### config.mk
export PLATFORM = sky130hd
export DESIGN_NAME = board_ram_arbiter
export DESIGN_NICKNAME = d
export VERILOG_FILES = /design/src/rtl/board_pkg.sv /design/src/rtl/arb_wait_counter.sv /design/src/rtl/board_ram_arbiter.sv
export SDC_FILE = /design/constraint.sdc
export NUM_CORES = 1
export LEC_CHECK = 0
export ABC_AREA = 1
export ABC_CLOCK_PERIOD_IN_PS = 2800
export CAP_MARGIN = 20
export CORE_MARGIN = 2
export CORE_UTILIZATION = 40
export DETAILED_ROUTE_END_ITERATION = 10
export PLACE_DENSITY_LB_ADDON = 0.05
export SYNTH_ARGS = -nofsm -noshare
export SYNTH_HDL_FRONTEND = slang
export SYNTH_SLANG_ARGS = --single-unit
### constraint.sdc
create_clock -name clock -period 2.8 [get_ports clock]
set_input_delay 0.56 -clock clock [delete_from_list [all_inputs] [get_ports clock]]
set_output_delay 0.56 -clock clock [all_outputs]
set_load 0.02 [all_outputs]
### src/rtl/board_pkg.sv
// rtl/board_pkg.sv - shared board geometry, cell layout and arbiter client ids
package board_pkg;

    localparam int ROWS   = 10;
    localparam int COLS   = 12;
    localparam int ADDR_W = 7;
    localparam int DATA_W = 16;

    // One board cell as stored in the RAM word.
    typedef struct packed {
        logic [2:0]  owner;
        logic [1:0]  kind;
        logic [10:0] army;
    } cell_t;

    typedef enum logic [1:0] {
        CLI_VID = 2'd0,
        CLI_A   = 2'd1,
        CLI_B   = 2'd2
    } client_e;

endpackage

### src/rtl/arb_wait_counter.sv
// rtl/arb_wait_counter.sv - per-client saturating wait counter with starvation flag
module arb_wait_counter #(
    parameter int LIMIT = 8,
    parameter int W     = $clog2(LIMIT + 1)
) (
    input  logic clock,
    input  logic reset,
    input  logic req,
    input  logic gnt,
    output logic forced
);

    localparam logic [W-1:0] MAX = W'(LIMIT);

    logic [W-1:0] cnt;

    // Count cycles spent waiting; any grant or withdrawn request restarts the count.
    always_ff @(posedge clock or posedge reset) begin
        if (reset) begin
            cnt <= '0;
        end else if (!req || gnt) begin
            cnt <= '0;
        end else if (cnt != MAX) begin
            cnt <= cnt + 1'b1;
        end
    end

    assign forced = req && (cnt == MAX);

endmodule

### src/rtl/board_ram_arbiter.sv
// rtl/board_ram_arbiter.sv - board RAM arbiter (video priority, A/B round-robin, starvation guard; stats via BOARD_ARB_STATS_EN)
module board_ram_arbiter
    import board_pkg::*;
#(
    parameter int ROWS         = board_pkg::ROWS,
    parameter int COLS         = board_pkg::COLS,
    parameter int ADDR_W       = board_pkg::ADDR_W,
    parameter int DATA_W       = board_pkg::DATA_W,
    parameter int STARVE_LIMIT = 8
) (
    input  logic              clock,
    input  logic              reset,
    input  logic              vid_req,
    input  logic [ADDR_W-1:0] vid_addr,
    output logic [DATA_W-1:0] vid_rdata,
    output logic              vid_rvalid,
    output logic              vid_drop,
    input  logic              a_req,
    input  logic              a_we,
    input  logic [ADDR_W-1:0] a_addr,
    input  logic [DATA_W-1:0] a_wdata,
    output logic              a_gnt,
    output logic [DATA_W-1:0] a_rdata,
    output logic              a_rvalid,
    input  logic              b_req,
    input  logic              b_we,
    input  logic [ADDR_W-1:0] b_addr,
    input  logic [DATA_W-1:0] b_wdata,
    output logic              b_gnt,
    output logic [DATA_W-1:0] b_rdata,
    output logic              b_rvalid,
    output logic              addr_err,
`ifdef BOARD_ARB_STATS_EN
    input  logic              stat_clr,
    output logic [15:0]       stat_vid_gnt,
    output logic [15:0]       stat_a_gnt,
    output logic [15:0]       stat_b_gnt,
    output logic [15:0]       stat_vid_drop,
`endif
    output logic              mem_en,
    output logic              mem_we,
    output logic [ADDR_W-1:0] mem_addr,
    output logic [DATA_W-1:0] mem_wdata,
    input  logic [DATA_W-1:0] mem_rdata
);

    localparam logic [ADDR_W:0] CELLS = (ADDR_W + 1)'(ROWS * COLS);

    logic              a_forced, b_forced;
    logic              rr_b;          // 1 = B wins the next A/B tie
    logic              gnt_v, any_gnt, in_range, sel_we, preempt;
    logic [ADDR_W-1:0] sel_addr;
    logic              rd_vld, rd_zero;
    client_e           rd_cli;
    logic [DATA_W-1:0] rd_word, v_hold, a_hold, b_hold;

    arb_wait_counter #(.LIMIT(STARVE_LIMIT)) u_wait_a (
        .clock (clock), .reset (reset), .req (a_req), .gnt (a_gnt), .forced (a_forced)
    );

    arb_wait_counter #(.LIMIT(STARVE_LIMIT)) u_wait_b (
        .clock (clock), .reset (reset), .req (b_req), .gnt (b_gnt), .forced (b_forced)
    );

    // Single winner per cycle: starved client, then video, then round-robin A/B.
    always_comb begin
        a_gnt = 1'b0;
        b_gnt = 1'b0;
        gnt_v = 1'b0;
        if (!reset) begin
            if (a_forced && b_forced) begin
                b_gnt = rr_b;
                a_gnt = !rr_b;
            end else if (a_forced) begin
                a_gnt = 1'b1;
            end else if (b_forced) begin
                b_gnt = 1'b1;
            end else if (vid_req) begin
                gnt_v = 1'b1;
            end else if (a_req && b_req) begin
                b_gnt = rr_b;
                a_gnt = !rr_b;
            end else begin
                a_gnt = a_req;
                b_gnt = b_req;
            end
        end
    end

    assign any_gnt   = gnt_v || a_gnt || b_gnt;
    assign preempt   = vid_req && (a_gnt || b_gnt);
    assign sel_addr  = a_gnt ? a_addr : (b_gnt ? b_addr : vid_addr);
    assign sel_we    = a_gnt ? a_we : (b_gnt ? b_we : 1'b0);
    assign in_range  = {1'b0, sel_addr} < CELLS;

    // Out-of-range accesses are granted but never reach the RAM.
    assign mem_en    = any_gnt && in_range;
    assign mem_we    = mem_en && sel_we;
    assign mem_addr  = sel_addr;
    assign mem_wdata = b_gnt ? b_wdata : a_wdata;

    // Track the read in flight, the round-robin pointer and the one-cycle status pulses.
    always_ff @(posedge clock or posedge reset) begin
        if (reset) begin
            rd_vld   <= 1'b0;
            rd_zero  <= 1'b0;
            rd_cli   <= CLI_VID;
            rr_b     <= 1'b0;
            addr_err <= 1'b0;
            vid_drop <= 1'b0;
        end else begin
            rd_vld   <= gnt_v || (a_gnt && !a_we) || (b_gnt && !b_we);
            rd_zero  <= !in_range;
            rd_cli   <= a_gnt ? CLI_A : (b_gnt ? CLI_B : CLI_VID);
            addr_err <= any_gnt && !in_range;
            vid_drop <= preempt;
            if (a_gnt) begin
                rr_b <= 1'b1;
            end else if (b_gnt) begin
                rr_b <= 1'b0;
            end
        end
    end

    assign rd_word    = rd_zero ? '0 : mem_rdata;
    assign vid_rvalid = rd_vld && (rd_cli == CLI_VID);
    assign a_rvalid   = rd_vld && (rd_cli == CLI_A);
    assign b_rvalid   = rd_vld && (rd_cli == CLI_B);
    assign vid_rdata  = vid_rvalid ? rd_word : v_hold;
    assign a_rdata    = a_rvalid ? rd_word : a_hold;
    assign b_rdata    = b_rvalid ? rd_word : b_hold;

    // Keep each requester's last returned word visible between reads.
    always_ff @(posedge clock or posedge reset) begin
        if (reset) begin
            v_hold <= '0;
            a_hold <= '0;
            b_hold <= '0;
        end else begin
            if (vid_rvalid) v_hold <= rd_word;
            if (a_rvalid)   a_hold <= rd_word;
            if (b_rvalid)   b_hold <= rd_word;
        end
    end

`ifdef BOARD_ARB_STATS_EN
    // Saturating activity counters, clearable from software.
    always_ff @(posedge clock or posedge reset) begin
        if (reset) begin
            stat_vid_gnt  <= '0;
            stat_a_gnt    <= '0;
            stat_b_gnt    <= '0;
            stat_vid_drop <= '0;
        end else if (stat_clr) begin
            stat_vid_gnt  <= '0;
            stat_a_gnt    <= '0;
            stat_b_gnt    <= '0;
            stat_vid_drop <= '0;
        end else begin
            if (gnt_v   && stat_vid_gnt  != 16'hFFFF) stat_vid_gnt  <= stat_vid_gnt + 16'd1;
            if (a_gnt   && stat_a_gnt    != 16'hFFFF) stat_a_gnt    <= stat_a_gnt + 16'd1;
            if (b_gnt   && stat_b_gnt    != 16'hFFFF) stat_b_gnt    <= stat_b_gnt + 16'd1;
            if (preempt && stat_vid_drop != 16'hFFFF) stat_vid_drop <= stat_vid_drop + 16'd1;
        end
    end
`endif

endmodule

Word-level counts from Yosys, hierarchy flattened
Cells that the tools add are included.
Widths: inputs -> output; s select.
{"block": "classes", "add_sub_neg": 2, "mul": 0, "n_div": 0, "magnitude_cmp": 1, "eq_ne": 6, "shift": 0, "mux": 34, "n_bitwise": 0, "n_reduce_logical": 30}
{"cell": "$mux 16", "n": 5}
{"cell": "$mux 1", "n": 21}
{"cell": "$mux 4", "n": 4}
{"cell": "$mux 7", "n": 2}
{"cell": "$logic_and 1x1->1", "n": 13}
{"cell": "$add 4x1->4 const B", "n": 2}
{"cell": "$eq 4x4->1 const B", "n": 2}
{"cell": "$ne 4x4->1 const B", "n": 2}
{"cell": "$logic_or 1x1->1", "n": 7}
{"cell": "$lt 7x7->1 const B", "n": 1}
{"cell": "$logic_not 1->1", "n": 6}
{"cell": "$reduce_bool 2->1", "n": 3}
{"cell": "$mux 2", "n": 2}
{"cell": "$eq 2x1->1 const B", "n": 1}
{"cell": "$eq 2x2->1 const B", "n": 1}
{"cell": "$logic_not 2->1", "n": 1}
{"block": "word_totals", "register_bits": 63, "latch_bits": 0, "mem_bits_rw": 0, "romBits": 0, "in_bits": 76, "output_inout_bits": 80, "elab_cells": 84, "mem_count": 0}

Longest topological paths before layout
Gate-level depths: netlist of the first run.
{"block": "depth", "depth_word": 12, "mapped_depth": 15, "depth_no_buf": 15}

Modules after synthesis
Synthesis of the first run repeated with hierarchy kept, for this count alone.
{"block": "unflattened", "hier_cells": 340, "area_unflattened_um2": 3263.1}
{"module": "board_ram_arbiter", "instances": 1, "cells_each": 272, "area_per_inst_um2": 2732.6, "seq_area_each_um2": 1376.3}
{"module": "arb_wait_counter", "instances": 2, "cells_each": 34, "area_per_inst_um2": 265.3, "seq_area_each_um2": 100.1}

Worst setup path after synthesis of the first run
No wires, ideal clock.
{"block": "synth_path", "kind": "input-to-output", "from": "in reset", "to": "out mem_we", "arrival_time_ns": 1.995, "required_time_ns": 2.240, "setup_slack_ns": 0.245, "stages": 10, "path_buffers": 1, "cell_sequence": "inv_1 > buf_6 > nand3_4 > nand2_4 > nor2_1 > nor2_1 > nor2_1 > nand2_1 > nand2_1 > nor2_1"}
{"block": "synth_between", "elab_chain_len": 6, "word_cells_on_any_way": 12, "cone_classes": "order compare (1); mux (7); reduce/logical (4)"}
{"element": "from (decl)", "line": "board_ram_arbiter.sv:12", "rtl": "input logic reset,"}
{"element": "$mux 1", "line": "board_ram_arbiter.sv:70", "rtl": "if (!reset) begin"}
{"element": "$mux 7 (2 in a row)", "line": "board_ram_arbiter.sv:92", "rtl": "assign sel_addr = a_gnt ? a_addr : (b_gnt ? b_addr : vid_addr);"}
{"element": "$lt 7x7->1", "line": "board_ram_arbiter.sv:94", "rtl": "assign in_range = {1'b0, sel_addr} < CELLS;"}
{"element": "$logic_and 1x1->1", "line": "board_ram_arbiter.sv:97", "rtl": "assign mem_en = any_gnt && in_range;"}
{"element": "$logic_and 1x1->1 (*)", "line": "board_ram_arbiter.sv:98", "rtl": "assign mem_we = mem_en && sel_we;"}
{"element": "to (decl)", "line": "board_ram_arbiter.sv:41", "rtl": "output logic mem_we,"}
Mark *: on every way between the ends. The rest lies on a longest branch, timed or not.

Final worst setup path of the first run
{"block": "layout_path", "from": "reg u_wait_a.cnt[1]", "to": "out mem_we"}
{"block": "layout_between", "elab_chain_len": 10, "word_cells_on_any_way": 21, "cone_classes": "order compare (1); eq/ne (1); mux (13); reduce/logical (6)"}
{"element": "from (decl)", "line": "arb_wait_counter.sv:15", "rtl": "logic [W-1:0] cnt;"}
{"element": "from (signal assigned)", "line": "arb_wait_counter.sv:24", "rtl": "cnt <= cnt + 1'b1;"}
{"element": "$eq 4x4->1 (*)", "line": "arb_wait_counter.sv:28", "rtl": "assign forced = req && (cnt == MAX);"}
{"element": "$logic_and 1x1->1 (*)", "line": "arb_wait_counter.sv:28"}
{"element": "$mux 1 / $logic_and 1x1->1 (equally long branches)", "line": "board_ram_arbiter.sv:74, board_ram_arbiter.sv:71"}
{"element": "$mux 1", "line": "board_ram_arbiter.sv:71", "rtl": "if (a_forced && b_forced) begin"}
{"element": "$mux 1", "line": "board_ram_arbiter.sv:70"}
{"element": "$mux 7 (2 in a row)", "line": "board_ram_arbiter.sv:92"}
{"element": "$lt 7x7->1", "line": "board_ram_arbiter.sv:94"}
{"element": "$logic_and 1x1->1", "line": "board_ram_arbiter.sv:97"}
{"element": "$logic_and 1x1->1 (*)", "line": "board_ram_arbiter.sv:98"}
Marks and branches as above.

==> metrics.md, run 1 <==
| Metric | Value |
|---|---|
| Outcome | completed |
| Cell count after synthesis | 334 |
| # fillers | 631 |
| CP Max Fanout | 5 |
| Die H | 93.5 µm |
| RR Startpoint | u_wait_a.cnt[1]$_DFFE_PP0P_ |
| Top FF cell, synth | dfrtp_1 |
| Worst min-delay path endpoint | a_hold[10]$_DFF_PP0_ |
| H-tree Lvls | 3 |
| Compound-Gate Fraction of Synth Area | 0.975% |
| Tot GR Track Use | 21.0% |
| Post-synth EDFFs | 0 |
| Iter 0 DRT Violations | 58 |
| Fin Hold WS | 0.497 ns |
| Final critical-path share of the clock period | 99.9% |
| Setup violations, final | 0 |
| Synth Area in Adders | 1.56% |
| Startpoint Class | register |
| Nets | 615 |
| Synth Warn # | 0 |
| Lkg Pwr | 2.61 nW |
| Mux contribution to synthesized area | 17.2% |
| Grt ovf | 0 |
| Max Clock Freq | 0.357 GHz |
| Clock transition at path regs | 0.07 ns |
| Via-to-Cell Ratio | 4.69 |
| Setup TNS | 0 ns |
| Simple-gate share of the synthesized area | 22.9% |
| TritonCTS clock tree | done |
| Total of max-cap violations | 0 |
| Worst Reg2Reg Path Length in Cells | 15 |
| DR pass1 iterations | 4 |
| Synthesis-to-finish area growth | 67.7% |
| Hold Crit Class | reg -> reg |
| Vias in the first global route | 3,066 |
| Routability cong. | 0.865 |
| Synth Area in XOR/XNOR | 0.819% |
| Initial core utilization | 41.3% |
| Post-DP Area | 5090 µm² |
| Max Root-Sink Buffers | 2 |
| CTS sink cnt | 63 |
| First-pass GRT wire length | 13,900 µm |
| Final Hold Viols | 0 |
| Post-detail-place hpwl | 6810 µm |
| Diodes inserted | 0 |
| Inserted Clock Buffers | 9 |
| Non-Filler Cell Area, Final | 5380 µm² |
| Vias | 3,008 |
| Peak supply drop | 0.234 mV |
| Layout cell share with drive strength beyond 1 | 31.0% |
| Min-delay src | a_hold[10]$_DFF_PP0_ |
| Final Skew | 0.00462 ns |
| Ys async rst share | 100% |
| Reg2Reg Setup Slack | 0.89 ns |
| Max-slew headroom | 57.4% |
| Cell area after synthesis | 3210 µm² |
| FF-to-FF End | addr_err$_DFF_PP0_ |
| Crit path DAT | 2.24 ns |
| Max-slew violations | 0 |
| Syn_area_per_cell | 9.60 µm² |
| Die area | 8750 µm² |
| Clock root buffer | clkbuf_8 |
| Worst Hold Path Cells | 1 |
| IO Pins | 156 |
| Post-layout util | 69.2% |
| Antenna Nets Post-Route | 0 |
| WL final | 9000 µm |
| # port buffers | 155 |
| Power Density | 641 nW/µm² |
| Skew-Pair Late Insertion Delay | 0.34 ns |
| Worst Max-Slew Pin Slew | 0.640 ns |
| Crit Path Class | reg -> out |
| Minimum clock period | 2.80 ns |
| Post-Syn Nets | 414 |
| Register area share after synthesis | 49.2% |
| Count of cell types in the netlist | 33 |
| Largest family of logic cells by synthesized area | simple AND/OR/NAND/NOR gates |
| # DRC | 0 |
| RSZ-0062 raised after global routing | true |
| Largest net degree at the start of global routing | 31 |
| Worst Path Required | 2.24 ns |
| Yosys reg bits | 63 |
| Initial antenna violation count | 0 |
| Crit. End Element | output port |
| Row count | 32 |
| Die width | 93.5 µm |
| CORE AREA | 7770 µm² |
| WL/cell | 14.0 µm |
-- stage by stage --
step,worst slack (ns),std cells,total power [mW]
finish,0.00151,641,3.45
CTS,0.00130,631,3.44
global placement,-0.560,613,2.63
detailed placement,-0.617,613,2.66
global route,-0.189,641,3.62
floorplan,0.245,334,1.93
-- synth_stat cells (all sizes together), types with 2 or more instances --
master | number | area (µm²)
nor2 | 41 | 180
xnor2 | 2 | 17.5
nor4 | 2 | 12.5
o21ai | 4 | 20.0
nor3 | 2 | 15.0
ha | 4 | 50.1
nand3 | 13 | 120
or2 | 2 | 12.5
mux2 | 48 | 541
dfrtp | 63 | 1580
nand2 | 80 | 318
nand4 | 9 | 56.3
inv | 48 | 180
buf | 8 | 51.3
clkbuf | 2 | 7.51
-- power by group --
| part | switching (mW) | leakage (nW) | internal [mW] | total [mW] |
|---|---|---|---|---|
| clock | 0.342 | 0.0985 | 0.453 | 0.795 |
| combinational | 0.704 | 1.73 | 0.752 | 1.46 |
| sequential | 0.0649 | 0.785 | 1.13 | 1.20 |
-- state kept, by name (all words and copies together) (netlist names) --
name	count
rd_zero	1
b_hold	16
addr_err	1
rd_cli	2
u_wait_a.cnt	4
a_hold	16
rr_b	1
vid_drop	1
u_wait_b.cnt	4
v_hold	16
rd_vld	1
-- cells by family after synthesis --
family | count (synthesis)
muxes | 49
buffers and inverters | 58
DFF | 63
AOI/OAI and AO/OA | 6
and+or+nand+nor | 151
xor gates and xnor gates | 3
adders and majority gates | 4
-- worst max-delay path, cell delays in order, from the launching register on --
cell     delay, ns
dfrtp_1       0.39
inv_2         0.08
ha_4          0.13
inv_1         0.05
nor2_2        0.12
nand2_2       0.10
nand2_2       0.09
nand2_4       0.07
nand3_4       0.10
nand2_4       0.09
nor2_1        0.14
nor2_2        0.06
nor2_1        0.09
nand2_1       0.08
nand2_1       0.09
nor2_1        0.05
buf_4         0.15
-- area by class of cell --
type	instances	area [µm²]	share of cell area, %
Sequential cell	63	1580	29.3
Clock buffer	12	155	2.88
Inverter	48	180	3.35
Clock inverter	3	42.5	0.791
Tap cell	102	128	2.37
Multi-Input combinational cell	213	1470	27.4
Timing Repair Buffer	200	1820	33.9
-- timing repair --
item | CTS | global route
hold buffers | 0 | 0
endpoints found under the hold margin | 0 | 0
gates resized for setup | 64 | 55
pin swaps | 6 | 23
setup endpoints to repair | 27 | 68
buffers inserted | 3 | 10
-- worst max-delay path by stage --
stage,depth (start not counted),end,startpoint
2_1_floorplan,10,mem_we,reset
3_3_place_gp,15,mem_we,a_req
3_5_place_dp,15,mem_we,a_req
4_1_cts,12,mem_addr[3],u_wait_b.cnt[0]$_DFFE_PP0P_
5_1_grt,14,mem_we,u_wait_b.cnt[0]$_DFFE_PP0P_
6_report,16,mem_we,u_wait_a.cnt[1]$_DFFE_PP0P_
-- cells in the final DEF (no fill, tap or decap), drive strengths merged, types with 2 or more instances in the layout --
cell type      netlist  final
nand3               13     13
buf                  8     52
nor3                 2      2
xnor2                2      2
clkdlybuf4s15        0      3
ha                   4      4
nor2                41     41
inv                 48     48
clkdlybuf4s50        0    125
dlygate4sd2          0      5
nor4                 2      2
o21ai                4      4
mux2                48     48
dfrtp               63     63
nand4                9      9
clkbuf               2     27
nand2               80     80
or2                  2      2
-- metal layers --
layer	wire length [µm]	vias up	track usage (%)
met5	0	-	0
met4	269	0	11.4
met1	3620	1404	23.1
met2	4480	123	36.3
li1	-	1459	-
met3	629	22	6.20
(Power assumes the default switching activity.)
==> inputs of run 2 (changes only) <==
--- a/config.mk
+++ b/config.mk
@@ -11,6 +11,7 @@
 export CORE_MARGIN = 2
 export CORE_UTILIZATION = 40
 export DETAILED_ROUTE_END_ITERATION = 10
+export MAX_ROUTING_LAYER = met4
 export PLACE_DENSITY_LB_ADDON = 0.05
 export SYNTH_ARGS = -nofsm -noshare
 export SYNTH_HDL_FRONTEND = slang
==> run 2 against run 1 <==
Critical path depth unchanged. Clock skew up 0.0011 ns. Clock power about the same. Sequential share of layout area down 0.061 points. Global-route usage up 0.58 points. Core utilization up 0.14 points. Worst setup slack worse by 0.0034 ns. The run now ends with negative setup slack left. Wire length down 0.13%. Via count up 0.33%. Maximum frequency down 0.12%. Largest cell class unchanged. Hold slack about the same.
==> metrics.md, run 2 (synthesis results as in run 1) <==
| Metric | Value |
|---|---|
| WL final | 8990 µm (-0.13%) |
| Slowest-stage cell, CP | dfrtp_1 |
| Hold Crit Class | reg -> reg |
| Max Clock Freq | 0.357 GHz (-0.12%) |
| CP Max Fanout | 5 (unchanged) |
| Inserted Clock Buffers | 9 (unchanged) |
| Worst Hold Path Cells | 1 (unchanged) |
| WL/cell | 14.0 µm (-0.13%) |
| Commonest non-fill, non-tap cell in the layout | clkdlybuf4s50_1 |
| Grt ovf | 0 (unchanged) |
| Via-to-Cell Ratio | 4.71 (+0.33%) |
| IO Pins | 156 (unchanged) |
| Crit-path cells | inv_2 -> ha_4 -> inv_1 -> nor2_2 -> nand2_2 -> nand2_2 -> nand2_4 -> nand3_4 -> nand2_4 -> nor2_1 -> nor2_2 -> nor2_1 -> nand2_1 -> nand2_1 -> nor2_1 -> buf_4 |
| CTS sink cnt | 63 (unchanged) |
| # DRC | 0 (unchanged) |
| Synthesis-to-finish area growth | 68.1% |
| Iter 0 DRT Violations | 66 (+14%) |
| Worst Path Required | 2.24 ns (about the same) |
| Minimum clock period | 2.80 ns (+0.00340 ns) |
| H-tree Lvls | 3 (unchanged) |
| Top Registers | a_hold: 16 flops, b_hold: 16 flops, v_hold: 16 flops |
| CORE AREA | 7770 µm² (unchanged) |
| Die H | 93.5 µm (unchanged) |
| Fin Hold WS | 0.497 ns (+0.0000870 ns) |
| Initial antenna violation count | 0 (unchanged) |
| Met1 Track Usage GR | 23.7% (+0.62 points) |
| Final Hold Viols | 0 (unchanged) |
| Largest net degree at the start of global routing | 31 (unchanged) |
| Nets | 615 (unchanged) |
| Failing checks | negative setup slack |
| DR pass1 iterations | 4 (unchanged) |
| Row count | 32 (unchanged) |
| First-pass GRT wire length | 13,900 µm (-0.10%) |
| Post-layout util | 69.4% (+0.14 points) |
| Most frequent cells in the layout | clkdlybuf4s50_1, nand2_1, dfrtp_1 |
| Levels on crit path | 16 (unchanged) |
| Diodes inserted | 0 (unchanged) |
| # port buffers | 155 (unchanged) |
| Worst Reg2Reg Path Length in Cells | 15 (unchanged) |
| Final Skew | 0.00575 ns (+0.00113 ns) |
| CTS Hold Bufs | 0 (unchanged) |
| Critical Path Most Common Cell | nor2_1 |
| Largest stage delay, worst path | 0.39 ns (about the same) |
| Peak supply drop | 0.233 mV (-0.19%) |
| Vias | 3,018 (+0.33%) |
| Worst Max-Slew Pin Slew | 0.636 ns (-0.00355 ns) |
| Lkg Pwr | 2.61 nW (about the same) |
| CP Buf/Inv Count | 3 (unchanged) |
| Crit. End Element | output port |
| Met2 usage | 36.3% (unchanged) |
| Outcome | finished, violations left |
| Max-slew headroom | 57.6% (+0.24 points) |
| Crit path DAT | 2.24 ns (about the same) |
| Clock transition at path regs | 0.07 ns (about the same) |
| Power Density | 640 nW/µm² (-0.15%) |
| Startpoint Class | register |
| GR Util met3 | 5.24% (-0.97 points) |
| TritonCTS clock tree | done |
| Crit Path Class | reg -> out |
| Busiest grt layer | met2 |
| Max-slew violations | 0 (unchanged) |
| Die area | 8750 µm² (unchanged) |
| Skew-Pair Late Insertion Delay | 0.34 ns (about the same) |
| Setup violations, final | 1 (+1) |
| Initial core utilization | 41.3% (unchanged) |
| Clock root buffer | clkbuf_8 |
| Layout cell share with drive strength beyond 1 | 30.8% (-0.19 points) |
| Top delay family on crit path | simple AND/OR/NAND/NOR gates |
| RSZ-0062 raised after global routing | true |
| Routability cong. | 0.879 (+1.6%) |
| Vias in the first global route | 3,071 (+0.16%) |
| Final critical-path share of the clock period | 100% (+0.12 points) |
| Setup TNS | -0.00189 ns (-0.00189 ns) |
| Tot GR Track Use | 21.6% (+0.58 points) |
| Post-detail-place hpwl | 6810 µm (unchanged) |
| Max Root-Sink Buffers | 2 (unchanged) |
| Total of max-cap violations | 0 (unchanged) |
| Final WS setup | -0.00189 ns (-0.00340 ns) |
| Antenna Nets Post-Route | 0 (unchanged) |
| Die width | 93.5 µm (unchanged) |
-- run 2: layer usage --
metal	vias up	share of wire [%]
met1	1410	41
li1	1458	-
met2	125	50
met4	0	2.9
met3	25	6.3
met5	-	0
-- run 2: path summary, 6_finish.rpt --
check | startpoint | end | slack, ns
min in group asynchronous | reset | rr_b$_DFFE_PP0N_ | 0.87
worst min register to register | v_hold[5]$_DFF_PP0_ | v_hold[5]$_DFF_PP0_ | 0.50
worst max register to register | u_wait_a.cnt[1]$_DFFE_PP0P_ | addr_err$_DFF_PP0_ | 0.89
worst min-delay path | v_hold[5]$_DFF_PP0_ | v_hold[5]$_DFF_PP0_ | 0.50
worst max-delay path | u_wait_a.cnt[1]$_DFFE_PP0P_ | mem_we | -0.002
max in group asynchronous | reset | a_hold[6]$_DFF_PP0_ | 1.57
-- run 2: power by group --
part / switching, mW / internal, mW
Clock: 0.343 / 0.453
Sequential: 0.0652 / 1.13
Combinational: 0.703 / 0.753
-- run 2: cell type report --
cell class,instances,area [µm²]
fill,628,2380
timing repair buffer,200,1830
sequential,63,1580
multi-input combinational,213,1470
inverter,48,180
clock buffer,12,155
tap,102,128
clock inverter,3,42.5
-- run 2: per-stage QoR --
| step | power (mW) | setup WS, ns | instance area, µm² | std cells |
|---|---|---|---|---|
| final | 3.45 | -0.00189 | 5390 | 641 |
| after global routing | 3.63 | -0.189 | 5390 | 641 |
| after CTS | 3.44 | 0.00130 | 5300 | 631 |
| after detailed placement | 2.66 | -0.617 | 5090 | 613 |
| after global placement | 2.63 | -0.560 | 5090 | 613 |
| after floorplan | 1.93 | 0.245 | 3210 | 334 |
-- run 2: timing repair --
action                                  4_1_cts  5_1_grt
buffers inserted                              3       10
gates resized for setup                      64       53
endpoints found under the setup margin       27       68
pin swaps                                     6       23
==> inputs of run 3 (changes only) <==
--- a/config.mk
+++ b/config.mk
@@ -13,6 +13,7 @@
 export DETAILED_ROUTE_END_ITERATION = 10
 export MAX_ROUTING_LAYER = met4
 export PLACE_DENSITY_LB_ADDON = 0.05
+export SETUP_SLACK_MARGIN = 0.1
 export SYNTH_ARGS = -nofsm -noshare
 export SYNTH_HDL_FRONTEND = slang
 export SYNTH_SLANG_ARGS = --single-unit
==> run 3 against run 2 <==
The flow now finishes without violations. First-iteration DRC count shrank 6.1%. Sequential share of layout area fell by 0.74 points. Sequential cell count stayed put. Core utilization is 2.0 points higher. Global-route usage up 0.21 points. Combinational power shrank 3%. Clock skew about the same. Hold slack worse by 0.0051 ns. Critical endpoint unchanged. Design area grew 2.9%.
==> metrics.md, run 3 (synthesis results as in run 1) <==
| Metric | Value |
|---|---|
| Tot GR Track Use | 21.8% (+0.21 points) |
| WL/cell | 14.2 µm (+1.4%) |
| Layout cell share with drive strength beyond 1 | 33.4% (+2.6 points) |
| Total of max-cap violations | 0 (unchanged) |
| # DRC | 0 (unchanged) |
| RR Startpoint | u_wait_b.cnt[0]$_DFFE_PP0P_ |
| Via-to-Cell Ratio | 4.68 (-0.50%) |
| Internal power | 2.30 mW (-1.8%) |
| CORE AREA | 7770 µm² (unchanged) |
| Nets | 618 (+0.49%) |
| Routability cong. | 0.879 (unchanged) |
| Crit. End Element | output port |
| Startpoint Class | register |
| Top Registers | a_hold: 16 flops, b_hold: 16 flops, v_hold: 16 flops |
| Diodes inserted | 0 (unchanged) |
| Final critical-path share of the clock period | 99.6% (-0.50 points) |
| Clock root buffer | clkbuf_8 |
| Worst Max-Slew Pin Slew | 0.372 ns (-0.264 ns) |
| Crit path DAT | 2.23 ns (about the same) |
| Setup violations, final | 0 (-1) |
| Initial core utilization | 41.3% (unchanged) |
| Fin Hold WS | 0.492 ns (-0.00509 ns) |
| Row count | 32 (unchanged) |
| Vias in the first global route | 3,085 (+0.46%) |
| Peak supply drop | 0.231 mV (-0.77%) |
| First-pass GRT wire length | 14,000 µm (+0.94%) |
| Clock transition at path regs | 0.07 ns (about the same) |
| Antenna Nets Post-Route | 0 (unchanged) |
| Net Sw Frac | 32.5% (+0.29 points) |
| Die width | 93.5 µm (unchanged) |
| Die area | 8750 µm² (unchanged) |
| Hold Crit Class | reg -> reg |
| Initial antenna violation count | 0 (unchanged) |
| RSZ-0062 raised after global routing | true |
| Synthesis-to-finish area growth | 72.9% |
| Placed Cells | 613 (unchanged) |
| WL met1 | 3730 µm (+1.9%) |
| # fillers | 608 (-3.2%) |
| Flop pwr share | 35.2% (+0.5 points) |
| IO Pins | 156 (unchanged) |
| Highest Signal Layer | met4 |
| Commonest non-fill, non-tap cell in the layout | clkdlybuf4s50_1 |
| Skew-Pair Late Insertion Delay | 0.34 ns (about the same) |
| Lkg Pwr | 3.09 nW (+18%) |
| Max-slew headroom | 75.2% (+18 points) |
| Most frequent cells in the layout | clkdlybuf4s50_1, nand2_1, dfrtp_1 |
| DR pass1 iterations | 4 (unchanged) |
| Clk pwr share | 23.2% (about the same) |
| Crit path from | u_wait_b.cnt[0]$_DFFE_PP0P_ |
| Comb pwr share | 41.6% (-0.6 points) |
| CTS Hold Bufs | 0 (unchanged) |
| Pwr Total | 3.40 mW (-1.3%) |
| Inserted Clock Buffers | 9 (unchanged) |
| Worst setup endpoint | mem_we |
| Max Root-Sink Buffers | 2 (unchanged) |
| Final Hold Viols | 0 (unchanged) |
| Place WS | -0.617 ns (unchanged) |
| Routed length on met2 | 4490 µm (-0.16%) |
| Worst Reg2Reg Path Length in Cells | 13 (-2) |
| CTS sink cnt | 63 (unchanged) |
| FF-to-FF End | addr_err$_DFF_PP0_ |
| Worst Path Required | 2.24 ns (about the same) |
| Die H | 93.5 µm (unchanged) |
| Minimum clock period | 2.79 ns (-0.0139 ns) |
| Grt ovf | 0 (unchanged) |
| WL final | 9160 µm (+1.9%) |
| Vias | 3,017 (-0.033%) |
| Largest net degree at the start of global routing | 31 (unchanged) |
| CP Max Fanout | 5 (unchanged) |
| TritonCTS clock tree | done |
| Reg2Reg Setup Slack | 0.90 ns (about the same) |
| Iter 0 DRT Violations | 62 (-6.1%) |
| Post-detail-place hpwl | 6810 µm (unchanged) |
| Max-slew violations | 0 (unchanged) |
| Outcome | completed |
| H-tree Lvls | 3 (unchanged) |
| Max Clock Freq | 0.359 GHz (+0.50%) |
| Met3 wire len | 659 µm (+16%) |
| Crit Path Class | reg -> out |
| Final WS setup | 0.0120 ns (+0.0139 ns) |
| P_sw | 1.11 mW (-0.46%) |
| Finished Layout Cells | 644 (+0.47%) |
| Final Skew | 0.00545 ns (-0.000295 ns) |
| # port buffers | 155 (unchanged) |
| Power Density | 614 nW/µm² (-4.1%) |
## run 3: cell types whose count changed in the layout (fill, tap and decap cells not counted), sizes merged
cell / delta
clkbuf: +2
dlygate4sd2: +3
buf: +6
clkdlybuf4s50: -45
dlymetal6s2s: +40
clkdlybuf4s15: -3
## run 3: layer usage
layer	vias up	GRT usage [%]
li1	1459	-
met1	1403	24.0
met2	128	36.7
met3	27	5.32
met4	0	11.2
met5	-	-
## run 3: per-stage QoR
stage / util, % / cell area, µm² / TNS [ns]
2_1_floorplan: - / 3210 / 0
3_3_place_gp: 65.6 / 5090 / -10.16
3_5_place_dp: 65.6 / 5090 / -11.29
4_1_cts: 69.5 / 5400 / 0
5_1_grt: 71.4 / 5540 / -0.372
6_report: 71.4 / 5540 / 0
## run 3: how the worst min path moves through the flow
stage | start | endpoint | slack [ns] | depth (start not counted)
2_1_floorplan | u_wait_a.cnt[1]$_DFFE_PP0P_ | u_wait_a.cnt[1]$_DFFE_PP0P_ | 0.55 | 2
3_3_place_gp | a_hold[10]$_DFF_PP0_ | a_hold[10]$_DFF_PP0_ | 0.48 | 1
3_5_place_dp | a_hold[15]$_DFF_PP0_ | a_hold[15]$_DFF_PP0_ | 0.48 | 1
4_1_cts | v_hold[11]$_DFF_PP0_ | v_hold[11]$_DFF_PP0_ | 0.50 | 1
5_1_grt | a_hold[10]$_DFF_PP0_ | a_hold[10]$_DFF_PP0_ | 0.50 | 1
6_report | a_hold[10]$_DFF_PP0_ | a_hold[10]$_DFF_PP0_ | 0.49 | 1
## run 3: power groups by stage
stage / registers (mW) / clock network, mW / logic (mW)
after floorplan: 1.19 / 0 / 0.739
final: 1.20 / 0.791 / 1.42
after detailed placement: 1.21 / 0 / 1.44
after global placement: 1.20 / 0 / 1.43
after global routing: 1.22 / 0.850 / 1.52
after CTS: 1.20 / 0.808 / 1.45
## run 3: cell type report
| cell class | count | area (µm²) | area share [%] |
|---|---|---|---|
| Tap cell | 102 | 128 | 2.30 |
| Clock inverter | 3 | 42.5 | 0.767 |
| Multi-Input combinational cell | 213 | 1500 | 27.0 |
| Sequential cell | 63 | 1580 | 28.5 |
| Inverter | 48 | 183 | 3.29 |
| Clock buffer | 12 | 155 | 2.80 |
| Timing Repair Buffer | 203 | 1960 | 35.4 |
## run 3: what timing repair did
item	in CTS	in global routing
gates resized for setup	103	91
pin swaps	18	10
cloned	0	1
setup buffers	8	7
setup endpoints to repair	74	67
## run 3: critical path, stage by stage (launching register included)
cell and delay [ns]:
dfrtp_1 0.39, inv_2 0.09, ha_4 0.15, nand4_1 0.18, nand2_2 0.17, nand2_4 0.09
nand3_4 0.09, nand2_4 0.09, nor2_1 0.11, nor2_1 0.07, nor2_1 0.09, nand2_1 0.08
nand2_1 0.08, nor2_1 0.05, buf_4 0.15
